<file path="src/rtl/reg_writeback_arbiter.sv">
// Register-file write-back arbiter.
// Two producers (ALU, load unit) compete for the single GPR write port via
// valid/ready handshakes. Ties are broken round-robin. The accepted result
// goes through a one-cycle registered output stage that drives the register
// file, and that same stage feeds the rs1/rs2 forwarding comparators.
module reg_writeback_arbiter #(
   parameter int DATA_WIDTH_POW = 6,
   parameter int DATA_WIDTH     = 1 << DATA_WIDTH_POW,
   parameter int REG_ADDR_WIDTH = 5
) (
   input  logic                      clk_in,
   input  logic                      reset,
   // ALU producer
   input  logic                      alu_valid,
   output logic                      alu_ready,
   input  logic [REG_ADDR_WIDTH-1:0] alu_rd,
   input  logic [DATA_WIDTH-1:0]     alu_data,
   // load-unit producer
   input  logic                      mem_valid,
   output logic                      mem_ready,
   input  logic [REG_ADDR_WIDTH-1:0] mem_rd,
   input  logic [DATA_WIDTH-1:0]     mem_data,
   // register file write port
   output logic                      regWrite_ctrl,
   output logic [REG_ADDR_WIDTH-1:0] rd_out,
   output logic [DATA_WIDTH-1:0]     writeData_out,
   // decode-side forwarding
   input  logic [REG_ADDR_WIDTH-1:0] rs1_in,
   input  logic [REG_ADDR_WIDTH-1:0] rs2_in,
   output logic                      fwd1_hit,
   output logic                      fwd2_hit,
   output logic [DATA_WIDTH-1:0]     fwd_data
);

   // Round-robin pointer: 1 means the ALU wins the next contended cycle.
   logic                      prio_alu;

   // Handshake and selection for the current cycle (stage p0).
   logic                      alu_xfer;
   logic                      mem_xfer;
   logic                      contend;
   logic                      vld_p0;
   logic [REG_ADDR_WIDTH-1:0] rd_p0;
   logic [DATA_WIDTH-1:0]     data_p0;

   // Registered output stage (stage p1).
   logic                      vld_p1;
   logic [REG_ADDR_WIDTH-1:0] rd_p1;
   logic [DATA_WIDTH-1:0]     data_p1;

   // Readies look only at the competitor's valid, never the source's own,
   // so a producer can sample ready before deciding to raise valid. When
   // both are valid exactly one ready is high, which is what guarantees at
   // most one transfer per cycle.
   assign alu_ready = !reset && (!mem_valid || prio_alu);
   assign mem_ready = !reset && (!alu_valid || !prio_alu);

   assign alu_xfer  = alu_valid && alu_ready;
   assign mem_xfer  = mem_valid && mem_ready;
   assign contend   = alu_valid && mem_valid && !reset;

   // Select the granted producer's result; an x0 destination is accepted
   // but never turns into a register-file write.
   always_comb begin
      vld_p0  = 1'b0;
      rd_p0   = '0;
      data_p0 = '0;
      if (alu_xfer) begin
         vld_p0  = (alu_rd != '0);
         rd_p0   = alu_rd;
         data_p0 = alu_data;
      end else if (mem_xfer) begin
         vld_p0  = (mem_rd != '0);
         rd_p0   = mem_rd;
         data_p0 = mem_data;
      end
   end

   // Round-robin update: only contended grants move the pointer, handing
   // priority to whichever source lost this time.
   always_ff @(posedge clk_in) begin
      if (reset) begin
         prio_alu <= 1'b0;
      end else if (contend) begin
         if (alu_xfer) begin
            prio_alu <= 1'b0;
         end else if (mem_xfer) begin
            prio_alu <= 1'b1;
         end
      end
   end

   // ---- stage boundary p0 -> p1: registered write port ----
   // Write enable pulses for one cycle per non-x0 result; index and data
   // hold their last value otherwise so the port never glitches.
   always_ff @(posedge clk_in) begin
      if (reset) begin
         vld_p1  <= 1'b0;
         rd_p1   <= '0;
         data_p1 <= '0;
      end else begin
         vld_p1 <= vld_p0;
         if (vld_p0) begin
            rd_p1   <= rd_p0;
            data_p1 <= data_p0;
         end
      end
   end

   assign regWrite_ctrl = vld_p1;
   assign rd_out        = rd_p1;
   assign writeData_out = data_p1;

   // Forward the in-flight write. rd_p1 is never x0 while vld_p1 is set,
   // so x0 reads cannot pick up a bypass.
   assign fwd1_hit = vld_p1 && (rd_p1 == rs1_in);
   assign fwd2_hit = vld_p1 && (rd_p1 == rs2_in);
   assign fwd_data = data_p1;

endmodule

</file>
<file path="config.mk">
export PLATFORM = sky130hd
export DESIGN_NAME = reg_writeback_arbiter
export DESIGN_NICKNAME = d
export VERILOG_FILES = /design/src/rtl/reg_writeback_arbiter.sv
export SDC_FILE = /design/constraint.sdc
export NUM_CORES = 1
export LEC_CHECK = 0
export ABC_CLOCK_PERIOD_IN_PS = 2500
export CORE_AREA = 2 2 114 116
export DETAILED_ROUTE_END_ITERATION = 10
export DIE_AREA = 0 0 116 118
export PLACE_DENSITY = 0.76
export SLEW_MARGIN = 0
export SYNTH_ARGS = -nofsm -noshare
export SYNTH_HDL_FRONTEND = slang
export SYNTH_SLANG_ARGS = --single-unit
</file>
<file path="constraint.sdc">
create_clock -name clk_in -period 2.5 [get_ports clk_in]
set_clock_uncertainty 0.15 [all_clocks]
set_input_delay 0.625 -clock clk_in [delete_from_list [all_inputs] [get_ports clk_in]]
set_output_delay 0.625 -clock clk_in [all_outputs]
set_load 0.02 [all_outputs]
</file>
==> key figures <==
Power
  • Sw frac: 0.3050
  • Worst VDD drop: ~0.38 mV
  • Seq pwr share: 0.321
  • Combinational share of power: 0.361
  • Psw: around 1.3 mW
  • Leakage: about 2.6 nW
  • PwrDens: 596.7 nW/um^2
  • Internal power: roughly 2.9 mW
  • Clk pwr share: 0.318

Finish
  • Final Util: 0.5691
  • Proportion of layout cells with a drive suffix above 1: 0.1758
  • Ant diodes: 0
  • Commonest non-fill, non-tap cell in the layout: clkdlybuf4s50_1
  • Final #Nets: 785
  • Register area: ~1400 um^2
  • Filler instances: ~1,100
  • Cell area after layout: 7066 um^2
  • Layout area overhead: 75.10%
  • Commonest cells after routing, fill and taps aside: 276 x clkdlybuf4s50_1, 71 x dfxtp_1, 69 x a22oi_1
  • Layout Cells excl Fill: a little over 800
  • Multi-input combinational cell area: around 1900 um^2

Drt
  • DRC violations left: 0
  • DRT antenna net count: 0
  • Initial DRC count: about 180
  • Pre-Repair DR Iteration Count: 4
  • Total wire length: between 10 and 15 mm
  • Vias: ~4,100
  • Vias/cell: 5.082
  • WL/cell: 17.33 um

Critical path
  • Critical path startpoint category: input pin
  • Kind of critical path: in -> out
  • Crit path required time: around 1700 ps
  • Worst setup EP type: output port
  • CP arrival: 1670 ps
  • Crit-path max FO: 2

Clocking
  • Clk sinks: 71
  • Clk slew on worst S/H paths: around 50 ps
  • Later-pin clock latency in the skew report: 320 ps
  • Root Buffer: clkbuf_16
  • Clk buf depth: 2
  • CTS tree: built
  • CTS HTree Levels: 3
  • Total CTS buffers: 9
  • # hold bufs at CTS: 0

Synth
  • Distinct cells, synth: 24
  • Flop and latch count out of synthesis: just over 70
  • Mux cell area share after synthesis: 0
  • Synthesized Nets: around 570
  • Syn Inst Count: between 400 and 500
  • YS warnings: 0
  • Syn avg cell area: 9.700 um^2
  • XOR/XNOR Fraction of Synth Area: 0.02388
  • Largest family of logic cells by synthesized area: compound AO/OA/AOI/OAI gates
  • Compound-gate portion of the synthesized area: 0.3414
  • Cell area after synthesis: between 4000 and 5000 um^2
  • Simple-gate share of the synthesized area: 0.1057
  • Adder-Cell Fraction of Synth Area: 0
  • Register area share after synthesis: 0.3522

STA
  • Fin. Hold Viols: 0
  • Unrepaired setup endpoints after global routing: true
  • Crit path time final: 2443 ps
  • Achievable Freq: between 400 and 500 MHz
  • Period Utilization, post-route: 0.9773
  • WHS: about 420 ps
  • TNS Setup: 0 ps
  • Max-slew headroom: 0.5007
  • Final Slew Violations: 0
  • Final setup fails: 0
  • Worst slew pin tran: approximately 750 ps

Floorplan
  • I/O Pins: 290
  • Initial Util: 0.3250
  • Die ar.: roughly 14,000 um^2
  • Die H: between 100 and 150 um
  • Die width: roughly 120 um
  • Num rows: between 40 and 50
  • Core area: approximately 12,000 um^2

Placed design
  • Buffers added on ports: slightly below 300
  • Area after DPL: about 6700 um^2
  • Placer Congestion: approximately 0.78
  • Hpwl dp: 10.95 mm
  • Cells after DPL: a little under 800

Global route
  • First-pass GRT wire length: about 21 mm
  • Largest net degree at the start of global routing: 52
  • Vias in the first global route: roughly 4,200
  • Total gr overflow: 0
  • Initial antenna violation count: 0
  • GRT Overall Usage: 0.1942

Status
  • Status: finished clean

Worst hold path
  • Worst hold path type: reg -> reg

Flow run
  • Number of max-cap violations: 0
final timing paths:
| check | start | end | slack (ps) | cells after the start |
|---|---|---|---|---|
| worst max register to register | prio_alu | fwd_data[5] | 710 | 6 |
| worst max-delay path | mem_valid | alu_ready | 60 | 4 |
| worst min-delay path | rd_out[0] | rd_out[0] | 420 | 2 |
| worst min register to register | rd_out[0] | rd_out[0] | 420 | 2 |
cell families after synthesis:
logic type / count (synthesis)
xor+xnor: 11
buf+inv: 109
simple gates: 83
compound gates: 142
flops: 71
Yosys cell counts:
cell	number	share of area
dfxtp_1	71	0.35
a21boi_1	1	0.0019
or2_1	1	0.0016
nor4_1	2	0.0031
nor2b_1	2	0.0031
or4_1	1	0.0019
a21oi_1	1	0.0012
buf_2	3	0.0037
nor3_1	65	0.081
nor2_1	4	0.0037
o21a_1	1	0.0019
nand2_1	1	0.00093
a22oi_1	69	0.13
xnor2_1	2	0.0043
and3_1	2	0.0031
a211oi_1	1	0.0019
buf_6	8	0.022
xor2_1	9	0.020
buf_4	64	0.12
clkbuf_1	33	0.031
o22ai_1	5	0.0078
nand2b_1	5	0.0078
a211oi_2	64	0.20
inv_1	1	0.00093
power groups by stage:
stage / Combinational [mW] / Clock (mW) / Sequential [mW]
3_5_place_dp: 1.53 / 0 / 1.37
4_1_cts: 1.53 / 1.38 / 1.35
2_1_floorplan: 0.733 / 0 / 1.49
6_report: 1.52 / 1.34 / 1.35
5_1_grt: 1.60 / 1.43 / 1.37
3_3_place_gp: 1.50 / 0 / 1.37
worst max-delay path: stages:
cell             delay, ps
clkdlybuf4s50_1        410
nor2b_2                170
nor2_1                 130
clkdlybuf4s15_1        330
through the flow:
stage                     setup WS, ps  power (mW)
final                            56.70       4.216
after global routing           -0.9972       4.397
after CTS                       -112.3       4.260
after detailed placement        -590.6       2.900
after global placement          -488.8       2.867
after floorplan                  241.3       2.219
layer usage:
metal,wire length [um],part of all wire,up-vias,global-route usage
met5,0,0,-,0
met3,1074,0.077,16,0.03708
met2,7547,0.54,190,0.3692
met4,162,0.012,0,0.04985
met1,5233,0.37,1968,0.2163
li1,-,-,1937,-
sequential cells by signal, indices dropped and copies added (netlist names):
| name | count |
|---|---|
| prio_alu | 1 |
| rd_out | 5 |
| regWrite_ctrl | 1 |
| fwd_data | 64 |
final cells by class:
type | instances | share of cell area
clock inverter | 4 | 0.009917
timing repair buffer | 314 | 0.4482
multi-input combinational | 236 | 0.2754
sequential | 71 | 0.2012
inverter | 1 | 0.0005313
tap | 172 | 0.03046
clock buffer | 11 | 0.03435
timing repair:
item	CTS	global route
setup buffers	0	0
gates resized for setup	15	10
pin swaps	3	4
endpoints found under the setup margin	4	4
Note: power is estimated with default switching activity, not from simulation.
